===== config.mk =====
export PLATFORM = sky130hd
export DESIGN_NAME = m_axi4_fsb_reader
export DESIGN_NICKNAME = d
export VERILOG_FILES = /design/src/rtl/m_axi4_fsb_reader.sv
export SDC_FILE = /design/constraint.sdc
export NUM_CORES = 1
export LEC_CHECK = 0
export ABC_AREA = 1
export CAP_MARGIN = 25
export CORE_AREA = 2 2 311 313
export DETAILED_ROUTE_END_ITERATION = 7
export DIE_AREA = 0 0 313 315
export PLACE_DENSITY = 0.55
export REMOVE_ABC_BUFFERS = 1
export SLEW_MARGIN = 10
export SYNTH_ARGS = -nofsm -noshare
export SYNTH_HDL_FRONTEND = slang
export SYNTH_SLANG_ARGS = --single-unit

===== constraint.sdc =====
create_clock -name clk_i -period 16.6 [get_ports clk_i]
set_input_delay 2.49 -clock clk_i [delete_from_list [all_inputs] [get_ports clk_i]]
set_output_delay 2.49 -clock clk_i [all_outputs]
set_load 0.05 [all_outputs]

===== src/rtl/m_axi4_fsb_reader.sv =====
// Host-to-FSB reader: fetches 64B lines from a circular buffer in host memory
// over the AXI4 read channels, one line per read, and presents the flagged
// 80-bit packets of each line to an FSB client valid/yumi-style.
//
// Ports:
//   clk_i, reset_i          clock, synchronous active-high reset
//   en_i                    fetch enable (sampled only while idle)
//   cfg_base_addr_i         ring base byte address (low 6 bits ignored)
//   cfg_num_lines_i         ring size in lines, 0 = disabled
//   cfg_wr_ptr_i            host producer pointer, in lines
//   rd_ptr_o                consumer pointer, in lines
//   err_o                   sticky error: non-OKAY rresp seen
//   ar*_o / arready_i       AXI4 read-address channel
//   r*_i / rready_o         AXI4 read-data channel
//   fsb_v_o, fsb_data_o     FSB packet out
//   fsb_yumi_i              FSB consumer accept
module m_axi4_fsb_reader #(
  parameter int unsigned DATA_WIDTH = 512,
  parameter int unsigned FSB_WIDTH  = 80,
  parameter int unsigned PTR_WIDTH  = 16,
  parameter int unsigned AXI_ID     = 0
) (
  input  logic                  clk_i,
  input  logic                  reset_i,
  input  logic                  en_i,
  input  logic [63:0]           cfg_base_addr_i,
  input  logic [PTR_WIDTH-1:0]  cfg_num_lines_i,
  input  logic [PTR_WIDTH-1:0]  cfg_wr_ptr_i,
  output logic [PTR_WIDTH-1:0]  rd_ptr_o,
  output logic                  err_o,
  output logic [5:0]            arid_o,
  output logic [63:0]           araddr_o,
  output logic [7:0]            arlen_o,
  output logic [2:0]            arsize_o,
  output logic                  arvalid_o,
  input  logic                  arready_i,
  input  logic [5:0]            rid_i,
  input  logic [DATA_WIDTH-1:0] rdata_i,
  input  logic [1:0]            rresp_i,
  input  logic                  rlast_i,
  input  logic                  rvalid_i,
  output logic                  rready_o,
  output logic                  fsb_v_o,
  output logic [FSB_WIDTH-1:0]  fsb_data_o,
  input  logic                  fsb_yumi_i
);

  localparam int unsigned NUM_SLOTS  = 4;
  localparam int unsigned SLOT_WIDTH = DATA_WIDTH / NUM_SLOTS;
  localparam int unsigned SEL_WIDTH  = $clog2(NUM_SLOTS);
  localparam int unsigned LINE_SHIFT = 6;

  typedef enum logic [1:0] {
    S_IDLE  = 2'd0,
    S_AR    = 2'd1,
    S_RWAIT = 2'd2,
    S_DRAIN = 2'd3
  } state_t;

  state_t                 state_q;
  logic [NUM_SLOTS-1:0]   mask_q;
  logic [FSB_WIDTH-1:0]   slot_q [NUM_SLOTS];

  logic [SEL_WIDTH-1:0]   sel;
  logic [NUM_SLOTS-1:0]   sel_oh;
  logic [NUM_SLOTS-1:0]   mask_rem;
  logic                   line_done;
  logic                   empty;
  logic [PTR_WIDTH-1:0]   ptr_inc;
  logic [63:0]            base_line;
  logic                   unused_bits;

  // Single-beat 64B reads with a fixed ID.
  assign arid_o   = 6'(AXI_ID);
  assign arlen_o  = 8'd0;
  assign arsize_o = 3'd6;

  assign base_line = {cfg_base_addr_i[63:LINE_SHIFT], LINE_SHIFT'(0)};
  assign empty     = (rd_ptr_o == cfg_wr_ptr_i) || (cfg_num_lines_i == '0);
  assign ptr_inc   = rd_ptr_o + PTR_WIDTH'(1);

  // Lowest pending slot is the one on offer.
  always_comb begin
    sel    = '0;
    sel_oh = '0;
    for (int k = NUM_SLOTS - 1; k >= 0; k--) begin
      if (mask_q[k]) begin
        sel    = SEL_WIDTH'(k);
        sel_oh = NUM_SLOTS'(1) << k;
      end
    end
  end

  assign mask_rem  = mask_q & ~sel_oh;
  // Empty lines leave after one cycle; otherwise leave with the last accept.
  assign line_done = (mask_q == '0) || (fsb_yumi_i && (mask_rem == '0));

  // Decoded purely from registers, so no input-to-output path.
  assign fsb_v_o    = (state_q == S_DRAIN) && (mask_q != '0);
  assign fsb_data_o = slot_q[sel];

  // ID, last flag, slot padding and sub-line address bits carry no information.
  assign unused_bits = ^{rid_i, rlast_i, rdata_i, cfg_base_addr_i[LINE_SHIFT-1:0]};

  // Control FSM with registered AXI handshake outputs and line buffer.
  always_ff @(posedge clk_i) begin
    if (reset_i) begin
      state_q   <= S_IDLE;
      arvalid_o <= 1'b0;
      rready_o  <= 1'b0;
      araddr_o  <= '0;
      rd_ptr_o  <= '0;
      err_o     <= 1'b0;
      mask_q    <= '0;
      for (int k = 0; k < NUM_SLOTS; k++) slot_q[k] <= '0;
    end else begin
      case (state_q)
        S_IDLE: begin
          if (en_i && !empty) begin
            araddr_o  <= base_line + (64'(rd_ptr_o) << LINE_SHIFT);
            arvalid_o <= 1'b1;
            state_q   <= S_AR;
          end
        end
        S_AR: begin
          if (arready_i) begin
            arvalid_o <= 1'b0;
            rready_o  <= 1'b1;
            state_q   <= S_RWAIT;
          end
        end
        S_RWAIT: begin
          if (rvalid_i) begin
            rready_o <= 1'b0;
            for (int k = 0; k < NUM_SLOTS; k++) begin
              slot_q[k] <= rdata_i[k*SLOT_WIDTH +: FSB_WIDTH];
              mask_q[k] <= rdata_i[k*SLOT_WIDTH + SLOT_WIDTH - 1] && (rresp_i == 2'b00);
            end
            if (rresp_i != 2'b00) err_o <= 1'b1;
            state_q <= S_DRAIN;
          end
        end
        S_DRAIN: begin
          if (line_done) begin
            mask_q   <= '0;
            rd_ptr_o <= (ptr_inc == cfg_num_lines_i) ? '0 : ptr_inc;
            state_q  <= S_IDLE;
          end else if (fsb_yumi_i) begin
            mask_q <= mask_rem;
          end
        end
        default: state_q <= S_IDLE;
      endcase
    end
  end

endmodule

### After elaboration in Yosys (flattened, before gate mapping)

Memories as Yosys holds them, arrays and structs flattened.
Cells that the tools add are included.

* flip-flop bits (word level): 89
* latch bits: 0
* bits in writable memories: 320
* bits in read-only memories: 0
* bits of input ports: 623
* output and inout bits: 181
* logic and storage cells: 87
* memories: 1

* add/subtract/negate cells: 2
* multipliers: 0
* divide/modulo/power cells: 0
* $lt $le $gt $ge: 0
* equality and inequality tests: 10
* shift operators: 0
* muxes and demuxes: 34
* bitwise gates (word level): 6
* reductions and logical operators: 27

Memories
* slot_q: words 4, width 80, rd ports 1, clocked after Yosys merged registers in 0, wr ports 4, RTL line 62 `logic [FSB_WIDTH-1:0] slot_q [NUM_SLOTS];`

Operators with widths (count)
* 80-bit 2-to-1 mux: 4
* 64-bit by 22-bit adder with 64-bit output: 1
* 16-bit equality test: 2
* 4-bit 2-to-1 mux: 7
* 16-bit by 1-bit adder with 16-bit output (second input constant): 1
* 16-bit zero test: 1
* 16-bit 2-to-1 mux: 1
* 2-bit 2-to-1 mux: 8
* 3-bit AND reduction: 4
* 1-bit 2-to-1 mux: 10
* 4-bit zero test: 2
* 2-bit inequality test (second input constant): 4
* 2-bit one-hot mux with 4 select lines: 1
* 4-bit one-hot mux with 2 select lines: 1
* 2-bit nonzero test: 4
* 1-bit logical AND: 7
* 4-bit bitwise AND: 1
* 2-bit equality test (second input constant): 2
* 2-bit zero test: 2
* 4-bit NOT: 1
* 1-bit bitwise OR: 4
* 1-bit one-hot mux with 2 select lines: 2
* 2-bit AND reduction: 2
* 4-bit AND reduction: 1
* 5 further kinds: 6

### Depth between registers and ports, before layout

* word-level depth: 11
* mapped depth: 16
* depth with buffers taken out: 16

### Least setup slack after synthesis

OpenSTA, ideal clock, no wires.

* path kind: in2reg
* start: in reset_i
* end: mem slot_q[0][0] (enable)
* library setup time: 2381 ps
* data arrival time: 8060 ps
* required time: 14219 ps
* path slack: 6159 ps
* stages on the path: 3
* path buffers: 1
* cell sequence: clkinv_1 clkbuf_1 nand2_1

RTL lines
* from (decl): RTL line 24 `input logic reset_i,`
* to (decl): RTL line 62

### Worst setup path after layout

* start: reg mask_q[2]
* end: out fsb_data_o[6]

* word-level cells in the longest chain between the ends: 4

RTL lines
* from (decl): RTL line 61 `logic [NUM_SLOTS-1:0] mask_q;`
* from (signal, indexed assignment): RTL line 137 `mask_q[k] <= rdata_i[k*SLOT_WIDTH + SLOT_WIDTH - 1] && (rresp_i == 2'b00);`
* from (signal assigned): RTL line 149 `mask_q <= mask_rem;`
* 2-bit 2-to-1 mux (3 in series): RTL line 87 `if (mask_q[k]) begin`
* memory read 4 x 80 bit
* to (decl): RTL line 44 `output logic [FSB_WIDTH-1:0] fsb_data_o,`

No other way between the ends.

==> results.md <==
- Setup bufs post-CTS: 0
- Vias per inst: between 4 and 5
- Area share of the largest cell type after synthesis: 0.4578
- Area Overhead vs Synth: 41.40%
- Post-synthesis simple-gate area fraction: 0.2166
- Synth top area cells: edfxtp_1, nor2_1, inv_1
- Ratio of cells with drive above 1 in the final layout: 0.03657
- Worst-Margin Slew: 1.149 ns
- Worst VDD drop: 0.1468 mV
- CP startpoint kind: flop
- Drt drc: 0
- Async S/R FF share, synth: 0
- Placed Cells: 4300
- First-pass DRT Iterations: 5
- Initial Utilization: 0.2193
- Clock sink total: 403
- Crit. End Element: output port
- Slew Limit Fails: 0
- All-Layer GR Usage: 0.1468
- Kind of critical path: flop to output port
- Yosys warns: 0
- Vias in the first global route: 17.97k
- Global placement routability congestion: 0.9319
- Main combinational cell family by area after synthesis: simple AND/OR/NAND/NOR gates
- IO Pins: 804
- XOR/XNOR Fraction of Synth Area: 0.02158
- Netlist Area Pre-Place: 20990 um^2
- Root Buffer: clkbuf_16
- Finished Layout Cells: about 4.4k
- Crit Path Max Fanout: 56
- Post-synth top area cell: edfxtp_1
- Nets: 3723
- Die ar.: 98600 um^2
- Mapped Cells: 2543
- Chip height: 315 um
- Clock Tree Buf Depth: 3
- CP Buf/Inv Count: 4
- Final hold vios: 0
- CP delay by family, top: buffers and inverters
- RSZ-0062 raised after global routing: false
- Die Width: between 300 and 400 um
- CP Cell Sequence: inv_1, nand2_1, a21oi_4, buf_4, buf_4, nor2_1, o32ai_1, clkdlybuf4s50_1
- Final hold slack: around 0.46 ns
- Final setup margin: 9.998 ns
- LEAKAGE: 12.34 nW
- # Max-Cap Violations: 0
- TritonCTS clock tree: yes
- Final setup vio count: 0
- Final Core Density: 0.3101
- Syn Area/Cell: 8.254 um^2
- Clk pin slew, worst setup/hold paths: around 0.060 ns
- Vias: ~19k
- Multiplexer share of the synthesized area: 0
- Routed Antenna Nets: 0
- Detailed Route WL: 75690 um
- Post-Synth Adder-Cell Area: 0.01347
- Register area share after synthesis: 0.5370
- CTS Buf Count: between 50 and 60
- Crit path max-delay cell type: clkdlybuf4s50_1
- H-tree depth: 2
- Overflow after GRT: 0
- CP Data Required Time: 14.11 ns
- Detailed placer's ending HPWL: 53630 um
- Clk_lat worst skew: about 0.63 ns
- Filler Cell Count: about 10k
- Fmax achieved: 0.1515 GHz
- DR WL/cell: about 17 um
- Most Frequent Cell on Critical Path: buf_4
- Placed instance area: 28050 um^2
- Core area: roughly 96000 um^2
- Total power: 5.534 mW
- Post-cts repair resize count: 0
- Synth unique cells: 44
- Top-count cell post-synth: nor2_1
- Total Neg Setup Slack: 0 ns
- CTS Hold Bufs: 0
- WP data arrival: around 4 ns
- Core Rows: ~110
- Commonest cells in the netlist: nor2_1, inv_1, edfxtp_1
- DP Worst Slack: approximately 10 ns
- Post-synth EDFFs: 320
- Clk_skew: 0.01489 ns
- Port Buf Inserts: between 500 and 600
- Min-delay worst type: flop to flop
- Status: finished, final reports clean
- Largest net degree at the start of global routing: 166
- Min Tclk post-route: approximately 6.6 ns
- Slew HR: 0.2340
- Starting DRT DRC Count: 1194
- Power Density: 186.5 nW/um^2
- Initial antenna violation count: 18
- Post-synthesis sequential element count: 403
- Post-route cell area: 29680 um^2
- Post-synth top flop: edfxtp_1
- Crit path largest cell delay: between 0.9 and 1 ns
- Global-route wire length before repair: 110300 um
- Synth Area in Compound Gates: 0.09836
- Fin crit share: 0.3977
-- routing by layer --
metal  vias to the layer above  wire length [um]  track usage
met2                       647             35320       0.2455
met5                         -               166            0
met4                        24              2284      0.04817
met1                      8724             31020       0.1741
met3                       117              6906      0.05368
li1                       9229                 -            -
-- tightest hold or removal path, stage by stage (launching register included) --
cell	delay (ns)
dfxtp_1	0.32
nand2_1	0.05
o21ai_0	0.05
-- state kept, by name, indices dropped and copies added, names as in the netlist --
register	cells
slot_q	320
araddr_o	58
rd_ptr_o	16
mask_q	4
state_q	2
arvalid_o	1
err_o	1
rready_o	1
-- final timing paths --
check / startpoint / endpoint / slack (ns) / cells past startpoint
min reg2reg: err_o$_SDFFE_PP0P_ / err_o$_SDFFE_PP0P_ / 0.46 / 2
max: mask_q[2]$_SDFFE_PP0P_ / fsb_data_o[6] / 10.0 / 8
min: err_o$_SDFFE_PP0P_ / err_o$_SDFFE_PP0P_ / 0.46 / 2
max reg2reg: rd_ptr_o[0]$_SDFFE_PP0P_ / araddr_o[38]$_SDFFE_PP0P_ / 13.42 / 11
-- layout make-up --
class,count,area [um^2],area share
well taps,1276,1597,0.05379
clock buffers,64,1366,0.04604
diodes,5,12.51,0.0004216
repair buffers,597,5988,0.2018
flip-flops and latches,403,11270,0.3798
multi-input cells,1562,7471,0.2517
clock inverters,28,230.2,0.007757
inverters,463,1743,0.05873
-- where the power goes --
part           switching (mW)  total [mW]  internal [mW]
sequential             0.0753        1.35           1.28
combinational            2.17        3.11          0.937
clock                   0.468        1.07          0.602
-- logic make-up after synthesis --
group,after synthesis
simple gates,1122
xor+xnor,50
other cells,2
compound gates,345
fa+ha+maj,22
flops,403
buf+inv,599
-- layout by cell type (no fill, tap or decap), types with 3 or more instances in the layout --
master and instances:
a21oi_1 94, buf_12 3, buf_4 14, clkbuf_1 10
clkbuf_16 52, clkdlybuf4s50_1 579, clkinv_1 11, clkinv_2 10
conb_1 23, dfxtp_1 83, diode_2 5, edfxtp_1 320
ha_1 21, inv_1 461, nand2_1 278, nand3_1 78
nand3b_1 10, nand4_1 32, nor2_1 673, nor2_2 6
nor2_4 3, nor3_1 17, nor4_1 8, o21ai_0 151
o21ai_1 5, o21bai_1 3, o32ai_1 80, or2_2 7
xnor2_1 38, xor2_1 11
No activity file was read; power rests on OpenSTA's default activity.
